## src/rtl/uart_ctrl_pkg.sv

```systemverilog
// Shared types for the UART byte-channel scheduler and related arbiters.
// Latency: n/a (types, constants and a helper function only).
// Backpressure: n/a.
package uart_ctrl_pkg;

    localparam int BYTE_W = 8;
    localparam int CNT_W  = 16;

    typedef enum logic [1:0] {
        IDLE,
        WAIT_HI,
        WAIT_LO,
        HOLD
    } state_t;

    typedef logic [CNT_W-1:0] cnt_t;

    // Timeout counters stop at all-ones instead of wrapping back to zero.
    function automatic cnt_t cnt_sat_inc(input cnt_t c);
        return (c == '1) ? c : c + cnt_t'(1);
    endfunction

endpackage

```

## src/rtl/rr_pick.sv

```systemverilog
// Combinational round-robin picker: first set request at or above ptr, wrapping.
// Latency: 0 cycles (pure combinational).
// Backpressure: none; the caller decides when the pick is consumed.
module rr_pick #(
    parameter int N  = 4,
    parameter int IW = (N > 1) ? $clog2(N) : 1
) (
    input  logic [N-1:0]  req_i,
    input  logic [IW-1:0] ptr_i,
    output logic [N-1:0]  onehot_o,
    output logic [IW-1:0] idx_o,
    output logic          any_req_o
);

    logic [IW-1:0] cand;

    // Scan from the farthest offset down so the nearest request to ptr wins.
    always_comb begin
        cand      = '0;
        idx_o     = '0;
        onehot_o  = '0;
        any_req_o = |req_i;
        for (int k = N - 1; k >= 0; k--) begin
            cand = IW'((int'(ptr_i) + k) % N);
            if (req_i[cand]) begin
                idx_o = cand;
            end
        end
        onehot_o[idx_o] = any_req_o;
    end

endmodule

```

## src/rtl/uart_tx_scheduler.sv

```systemverilog
// Shares one UART transmitter among NUM_REQ message sources, round-robin per message.
// Latency: arbitration cycle k -> tx_start/req_ack/grant visible at k+1; one byte in flight.
// Backpressure: waits for tx_busy low before each start; grant held to the last byte.
module uart_tx_scheduler
    import uart_ctrl_pkg::*;
#(
    parameter int NUM_REQ = 4,
    parameter int BUSY_TO = 4,
    parameter int HOLD_TO = 65535
) (
    input  logic                      clk,
    input  logic                      rst_n,
    input  logic [NUM_REQ-1:0]        req,
    input  logic [NUM_REQ*BYTE_W-1:0] req_data,
    input  logic [NUM_REQ-1:0]        req_last,
    output logic [NUM_REQ-1:0]        req_ack,
    output logic [NUM_REQ-1:0]        grant,
    output logic                      tx_start,
    output logic [BYTE_W-1:0]         tx_data,
    input  logic                      tx_busy,
    output logic                      err
);

    localparam int   IDX_W    = $clog2(NUM_REQ);
    localparam cnt_t BUSY_LIM = cnt_t'(BUSY_TO - 1);
    localparam cnt_t HOLD_LIM = cnt_t'(HOLD_TO - 1);

    state_t             state_q, state_d;
    logic [NUM_REQ-1:0] grant_q, grant_d;
    logic [NUM_REQ-1:0] ack_q, ack_d;
    logic               start_q, start_d;
    logic [BYTE_W-1:0]  data_q, data_d;
    logic               err_q, err_d;
    logic               last_q, last_d;
    logic [IDX_W-1:0]   ptr_q, ptr_d;
    logic [IDX_W-1:0]   idx_q, idx_d;
    cnt_t               cnt_q, cnt_d;

    logic [NUM_REQ-1:0] pick_onehot;
    logic [IDX_W-1:0]   pick_idx;
    logic               pick_any;
    logic [IDX_W-1:0]   idx_inc;
    logic               issue;
    logic               rel;
    logic [IDX_W-1:0]   issue_idx;

    rr_pick #(
        .N  (NUM_REQ),
        .IW (IDX_W)
    ) u_pick (
        .req_i     (req),
        .ptr_i     (ptr_q),
        .onehot_o  (pick_onehot),
        .idx_o     (pick_idx),
        .any_req_o (pick_any)
    );

    assign idx_inc = (idx_q == IDX_W'(NUM_REQ - 1)) ? '0 : idx_q + IDX_W'(1);

    // Next-state: arbitrate in IDLE, then pace bytes of the owning requester through the busy handshake.
    always_comb begin
        state_d   = state_q;
        grant_d   = grant_q;
        ptr_d     = ptr_q;
        idx_d     = idx_q;
        last_d    = last_q;
        cnt_d     = cnt_q;
        data_d    = data_q;
        start_d   = 1'b0;
        ack_d     = '0;
        err_d     = 1'b0;
        issue     = 1'b0;
        rel       = 1'b0;
        issue_idx = idx_q;

        case (state_q)
            IDLE: begin
                // Never start into a transmitter still finishing a byte (e.g. after reset).
                if (!tx_busy && pick_any) begin
                    issue     = 1'b1;
                    issue_idx = pick_idx;
                    idx_d     = pick_idx;
                    grant_d   = pick_onehot;
                end
            end
            WAIT_HI: begin
                // The tx_start cycle is the first of the BUSY_TO cycles allowed.
                if (tx_busy) begin
                    state_d = WAIT_LO;
                end else if (cnt_q >= BUSY_LIM) begin
                    err_d = 1'b1;
                    rel   = 1'b1;
                end else begin
                    cnt_d = cnt_sat_inc(cnt_q);
                end
            end
            WAIT_LO: begin
                if (!tx_busy) begin
                    if (last_q) begin
                        rel = 1'b1;
                    end else if (req[idx_q]) begin
                        issue = 1'b1;
                    end else begin
                        state_d = HOLD;
                        cnt_d   = '0;
                    end
                end
            end
            HOLD: begin
                if (req[idx_q]) begin
                    issue = 1'b1;
                end else if (cnt_q >= HOLD_LIM) begin
                    err_d = 1'b1;
                    rel   = 1'b1;
                end else begin
                    cnt_d = cnt_sat_inc(cnt_q);
                end
            end
            default: state_d = IDLE;
        endcase

        if (issue) begin
            start_d           = 1'b1;
            data_d            = req_data[BYTE_W*int'(issue_idx) +: BYTE_W];
            ack_d[issue_idx]  = 1'b1;
            last_d            = req_last[issue_idx];
            cnt_d             = '0;
            state_d           = WAIT_HI;
        end

        if (rel) begin
            grant_d = '0;
            ptr_d   = idx_inc;
            state_d = IDLE;
        end
    end

    // State and registered outputs, cleared by synchronous reset.
    always_ff @(posedge clk) begin
        if (!rst_n) begin
            state_q <= IDLE;
            grant_q <= '0;
            ack_q   <= '0;
            start_q <= 1'b0;
            data_q  <= '0;
            err_q   <= 1'b0;
            last_q  <= 1'b0;
            ptr_q   <= '0;
            idx_q   <= '0;
            cnt_q   <= '0;
        end else begin
            state_q <= state_d;
            grant_q <= grant_d;
            ack_q   <= ack_d;
            start_q <= start_d;
            data_q  <= data_d;
            err_q   <= err_d;
            last_q  <= last_d;
            ptr_q   <= ptr_d;
            idx_q   <= idx_d;
            cnt_q   <= cnt_d;
        end
    end

    assign grant    = grant_q;
    assign req_ack  = ack_q;
    assign tx_start = start_q;
    assign tx_data  = data_q;
    assign err      = err_q;

endmodule

```

## config.mk

```make
export PLATFORM = sky130hd
export DESIGN_NAME = uart_tx_scheduler
export DESIGN_NICKNAME = d
export VERILOG_FILES = /design/src/rtl/uart_ctrl_pkg.sv /design/src/rtl/rr_pick.sv /design/src/rtl/uart_tx_scheduler.sv
export SDC_FILE = /design/constraint.sdc
export NUM_CORES = 1
export LEC_CHECK = 0
export ABC_CLOCK_PERIOD_IN_PS = 5150
export CAP_MARGIN = 20
export CORE_ASPECT_RATIO = 0.6
export CORE_MARGIN = 2
export CORE_UTILIZATION = 40
export DETAILED_ROUTE_END_ITERATION = 6
export HOLD_SLACK_MARGIN = 0.1
export PLACE_DENSITY = 0.64
export REMOVE_ABC_BUFFERS = 1
export SYNTH_ARGS = -nofsm -noshare
export SYNTH_HDL_FRONTEND = slang
export SYNTH_SLANG_ARGS = --single-unit
```

## constraint.sdc

```tcl
create_clock -name clk -period 5.15 [get_ports clk]
set_clock_uncertainty 0.05 [all_clocks]
set_input_delay 1.03 -clock clk [delete_from_list [all_inputs] [get_ports clk]]
set_output_delay 1.03 -clock clk [all_outputs]
set_load 0.01 [all_outputs]
```

==> results of run 1 <==
[sequential cells by signal (all words and copies together), names as in the netlist]
signal,cells
cnt_q,16
tx_data,8
grant,4
req_ack,4
idx_q,2
ptr_q,2
state_q,2
err,1
last_q,1
tx_start,1
[cells in the mapped netlist, drive strengths merged (4+ instances only)]
| cell | n | area, sq um |
|---|---|---|
| o21ai | 7 | 35.0 |
| buf | 6 | 48.8 |
| nor4 | 10 | 62.6 |
| and2 | 20 | 125 |
| clkbuf | 12 | 45.0 |
| or4 | 10 | 75.1 |
| nand4 | 5 | 31.3 |
| inv | 8 | 30.0 |
| nand2 | 30 | 113 |
| o31ai | 14 | 105 |
| nor2 | 13 | 48.8 |
| nand3 | 11 | 55.1 |
| nor3 | 9 | 45.0 |
| a21oi | 16 | 80.1 |
| dfxtp | 41 | 821 |
| mux2i | 4 | 40.0 |
| a211oi | 18 | 135 |
[critical path, cell delays in order]
cell             delay (ps)
clkdlybuf4s50_1         520
nor4_1                  370
or4_1                   390
and3_1                  530
nand2b_4                200
or4_1                   520
o21ai_0                  80
[stage by stage]
| step | area [sq um] | power, W | utilization | hold WS (ps) |
|---|---|---|---|---|
| 2_1_floorplan | 2200 | 0.000412 | - | 404 |
| 3_3_place_gp | 2920 | 0.000489 | 0.527 | 387 |
| 3_5_place_dp | 2920 | 0.000490 | 0.527 | 393 |
| 4_1_cts | 3010 | 0.000703 | 0.543 | 411 |
| 5_1_grt | 3010 | 0.000731 | 0.543 | 441 |
| 6_report | 3010 | 0.000696 | 0.543 | 406 |
[layer usage]
metal	global-route usage	up-vias
met4	0.0490	0
met3	0.0593	4
met2	0.263	87
met1	0.322	1055
li1	-	1155
met5	0	-
[layout by cell type (no fill, tap or decap), types with 3 or more instances in the layout]
cell / n
clkdlybuf4s50_1: 60
nor3_1: 9
nand3_1: 11
ha_1: 3
nor4_1: 10
nand2_1: 30
inv_1: 8
mux2i_1: 4
nor2_1: 13
and3_1: 3
a21oi_1: 16
o21ai_0: 7
buf_4: 3
o31ai_1: 14
or4_1: 10
and2_1: 20
dfxtp_1: 41
clkbuf_8: 5
and4_1: 3
nand4_1: 5
a211oi_1: 18
[area by class of cell]
type | instances | area, sq um | area share
Timing Repair Buffer | 63 | 623 | 0.207
Tap cell | 80 | 100 | 0.0333
Clock buffer | 5 | 68.8 | 0.0229
Clock inverter | 3 | 17.5 | 0.00582
Inverter | 8 | 30.0 | 0.00998
Sequential cell | 41 | 821 | 0.273
Multi-Input combinational cell | 212 | 1350 | 0.448
[logic make-up after synthesis]
kind of cell               share of synthesized area
DFF                                            0.358
buffers and inverters                         0.0540
AOI/OAI and AO/OA                              0.231
muxes                                         0.0322
and+or+nand+nor                                0.308
adders and majority gates                     0.0164
[where the power goes]
| part | leakage [nW] | internal (W) | switching (W) |
|---|---|---|---|
| clock | 0.0439 | 0.0000936 | 0.000120 |
| combinational | 0.630 | 0.0000726 | 0.0000688 |
| sequential | 0.333 | 0.000330 | 0.0000112 |
| total | 1.01 | 0.000496 | 0.000200 |
[worst max path at each step]
| stage | from | endpoint | cells past startpoint |
|---|---|---|---|
| floorplan | tx_busy | last_q | 4 |
| global placement | req[3] | cnt_q[7] | 7 |
| detailed placement | req[3] | cnt_q[7] | 7 |
| CTS | req[3] | cnt_q[7] | 7 |
| global route | req[3] | cnt_q[6] | 7 |
| finish | req[3] | cnt_q[6] | 7 |
==> results.sh, run 1 <==
export IMPL_fill_cells=513
export IMPL_wl_um=6270
export IMPL_finalSetupViolations=0
export IMPL_ys_seq_area_frac=0.358
export IMPL_vias_per_cell=5.58
export IMPL_fin_nets=377
export IMPL_relSlewSlack=0.329
export IMPL_grt_max_degree=25
export IMPL_syn_area_per_cell_sq_um=8.22
export IMPL_area_growth_pct=31.2
export IMPL_ys_types=46
export IMPL_clk_latency_ps=300
export IMPL_report_final_slew_viol_count=0
export IMPL_reg2reg_slack_ps=2440
export IMPL_tns_ps=0
export IMPL_drv_cap=0
export IMPL_tritoncts="done"
export IMPL_dp_cells=404
export IMPL_syn_inst=279
export IMPL_clkSlewWorstSetupHoldPaths_ps=80
export IMPL_die_h_um=62.7
export IMPL_fp_dieW_um=102
export IMPL_r2r_end="cnt_q[8]"
export IMPL_antenna_found_initial=0
export IMPL_min_to="tx_data[7]"
export IMPL_crit_required_ps=5330
export IMPL_grt_overflow=0
export IMPL_rsz0062_at_grt="false"
export IMPL_p_per_area_mw_per_mm2=231
export IMPL_hpwlAfterDp_um=4650
export IMPL_max_freq_ghz=0.289
export IMPL_fin_crit_sh=0.672
export IMPL_async_flop_share=0
export IMPL_period_needed_ps=3460
export IMPL_ys_dominant_reg_cell="dfxtp_1"
export IMPL_cts_hold_buf=0
export IMPL_via_count=2301
export IMPL_port_buffers=60
export IMPL_start_util=0.414
export IMPL_htreeDepth=2
export IMPL_drtAntennaViolNets=0
export IMPL_post_cts_resized=0
export IMPL_worstSetupStartpointType="primary input"
export IMPL_cts_setup_buffers=0
export IMPL_p_leak_nw=1.01
export IMPL_wl_met3_um=507
export IMPL_synth_edf_count=0
export IMPL_drt_iter0_markers=130
export IMPL_first_pass_iters=4
export IMPL_cts_root_buf="clkbuf_8"
export IMPL_crit_fanout=12
export IMPL_worstHoldStart="tx_data[7]"
export IMPL_numCtsBuffers=5
export IMPL_status="complete, no violations"
export IMPL_irDropWorstVdd_v=0.0000952
export IMPL_setup_ws_ps=1690
export IMPL_crit_type="primary input to register"
export IMPL_critPathCaptureType="register"
export IMPL_grt_pass1_wl_um=10200
export IMPL_grt_usage=0.204
export IMPL_wl_met2_um=2460
export IMPL_n_antenna_cell=0
export IMPL_cts_sinks=41
export IMPL_ys_ff_latch=41
export IMPL_rr_worst_depth=7
export IMPL_yosysWarnings=0
export IMPL_rows=21
export IMPL_tightest_slew_ps=1010
export IMPL_core_sq_mm=0.00554
export IMPL_rr_startpoint="cnt_q[0]"
export IMPL_met1Wirelength_um=3260
export IMPL_grt_pass1_vias=2029
export IMPL_cp_data_arrival_time_ps=3640
export IMPL_hold_viol=0
export IMPL_fin_cells=412
export IMPL_drive_above_1_share=0.0602
export IMPL_hold_depth=2
export IMPL_preCtsSetupSlack_ps=1360
export IMPL_pin_count=61
export IMPL_dieArea_sq_mm=0.00637
export IMPL_synthesis_area_sq_mm=0.00229
export IMPL_gp_congestion=0.887
export IMPL_hp_class="register to register"
export IMPL_cts_buffer_depth=2
export IMPL_routed_top_layer="met4"
export IMPL_drc=0
export IMPL_wl_per_cell_um=15.2
Note: power is estimated with default switching activity, not from simulation.
==> inputs of run 2 (changes only) <==
ABC_CLOCK_PERIOD_IN_PS = 3400   (was 5150)
clock period = 3.4 ns   (was 5.15 ns; I/O delays follow)
==> run 2 against run 1 <==
Count of clock-buffer cells in the layout up 1; clock power increased by 44%; cell area is 1.9% higher; first-iteration DRC count is 18% higher; sequential share of layout area decreased by 0.50 points; critical endpoint is now tx_data[1]; largest power group unchanged.
==> results.sh, run 2 (synthesized netlist as in run 1, its figures left out) <==
export IMPL_gp_congestion=0.878
export IMPL_tns_ps=0
export IMPL_cts_sinks=41
export IMPL_drtAntennaViolNets=0
export IMPL_numCtsBuffers=5
export IMPL_fin_crit_sh=0.851
export IMPL_fill_cells=530
export IMPL_hpwlAfterDp_um=4570
export IMPL_relSlewSlack=0.333
export IMPL_finalSetupViolations=0
export IMPL_max_freq_ghz=0.346
export IMPL_drt_iter0_markers=153
export IMPL_p_leak_nw=1.05
export IMPL_die_h_um=62.7
export IMPL_final_common_cell="clkdlybuf4s50_1"
export IMPL_n_antenna_cell=0
export IMPL_wl_um=6160
export IMPL_place_area_sq_mm=0.00298
export IMPL_drv_cap=0
export IMPL_grt_overflow=0
export IMPL_rr_worst_depth=8
export IMPL_worstSetupStartpointType="primary input"
export IMPL_irDropWorstVdd_v=0.000151
export IMPL_start_util=0.414
export IMPL_status="complete, no violations"
export IMPL_grt_usage=0.200
export IMPL_rows=21
export IMPL_fin_nets=385
export IMPL_core_sq_mm=0.00554
export IMPL_tightest_slew_ps=1000
export IMPL_clkSlewWorstSetupHoldPaths_ps=80
export IMPL_grt_max_degree=25
export IMPL_clk_latency_ps=290
export IMPL_final_cell_mix="60 x clkdlybuf4s50_1, 41 x dfxtp_1, 30 x nand2_1"
export IMPL_largest_reg_flops=16
export IMPL_hold_depth=2
export IMPL_cts_root_buf="clkbuf_8"
export IMPL_final_seq_area_sq_um=821
export IMPL_pin_count=61
export IMPL_hold_viol=0
export IMPL_worstHoldStart="grant[2]"
export IMPL_tritoncts="done"
export IMPL_min_to="grant[2]"
export IMPL_reg2reg_slack_ps=920
export IMPL_rr_startpoint="cnt_q[0]"
export IMPL_period_needed_ps=2890
export IMPL_dieArea_sq_mm=0.00637
export IMPL_wl_met3_um=463
export IMPL_cts_hold_buf=0
export IMPL_grt_pass1_wl_um=10200
export IMPL_drc=0
export IMPL_routed_top_layer="met4"
export IMPL_p_total_w=0.00105
export IMPL_regMostFlops="cnt_q"
export IMPL_cts_setup_buffers=0
export IMPL_grt_pass1_vias=2029
export IMPL_multi_input_area_sq_mm=0.00135
export IMPL_crit_required_ps=3550
export IMPL_met1Wirelength_um=3220
export IMPL_rsz0062_at_grt="false"
export IMPL_htreeDepth=2
export IMPL_crit_type="primary input to register"
export IMPL_drive_above_1_share=0.0794
export IMPL_post_cts_resized=0
export IMPL_final_area_sq_mm=0.00307
export IMPL_fp_dieW_um=102
export IMPL_area_growth_pct=33.7
export IMPL_vias_per_cell=5.51
export IMPL_cts_buffer_depth=2
export IMPL_cp_data_arrival_time_ps=3040
export IMPL_hp_class="register to register"
export IMPL_antenna_found_initial=0
export IMPL_crit_fanout=11
export IMPL_first_pass_iters=5
export IMPL_via_count=2315
export IMPL_critPathCaptureType="register"
export IMPL_p_per_area_mw_per_mm2=341
export IMPL_report_final_slew_viol_count=0
export IMPL_port_buffers=60
export IMPL_r2r_end="cnt_q[8]"
export IMPL_wl_per_cell_um=14.7
export IMPL_wl_met2_um=2430
## run 2: cell count changes in the layout (fill, tap and decap cells not counted), sizes merged
cell / before / now
buf: 3 / 11
clkinvlp: 1 / 0
clkbuf: 5 / 6
## run 2: worst max path at each step
stage / cells past startpoint / from / to
after floorplan: 4 / tx_busy / last_q
after global placement: 6 / req[3] / tx_data[4]
after detailed placement: 6 / req[3] / tx_data[6]
after CTS: 7 / req[3] / tx_data[6]
after global routing: 7 / req[3] / tx_data[7]
final: 6 / req[3] / tx_data[1]
## run 2: through the flow
stage | hold WS (ps) | worst slack [ps] | std cells | utilization
detailed placement | 393 | 180 | 412 | 0.538
floorplan | 404 | 699 | 261 | -
global placement | 386 | 325 | 412 | 0.538
global route | 439 | 226 | 420 | 0.553
CTS | 415 | 490 | 420 | 0.553
finish | 414 | 508 | 420 | 0.553
## run 2: where the power goes
group	internal [W]	switching, W	leakage (nW)
Sequential	0.000500	0.0000170	0.333
Clock	0.000142	0.000164	0.0450
Combinational	0.000118	0.000104	0.669
Total	0.000760	0.000285	1.05
## run 2: cell type report
class,instances,share of cell area
Tap cell,80,0.0327
Inverter,8,0.00980
Multi-Input combinational cell,212,0.440
Clock inverter,2,0.00327
Sequential cell,41,0.268
Timing Repair Buffer,71,0.223
Clock buffer,6,0.0237
## run 2: routing by layer
layer	vias up	track usage
met4	0	0.0405
met5	-	0
met2	87	0.268
met1	1046	0.316
li1	1177	-
met3	5	0.0503
## run 2: critical path, cell delays in order
cell	delay, ps
clkdlybuf4s50_1	580
nor4_1	100
or4_1	510
a21oi_1	840
a211oi_1	90
o31ai_1	240
==> inputs of run 3 (changes only) <==
SETUP_SLACK_MARGIN = 0.2   (was not set)
==> results of run 3 <==
No change in the layout: final DEF, timing and power equal those of run 2.
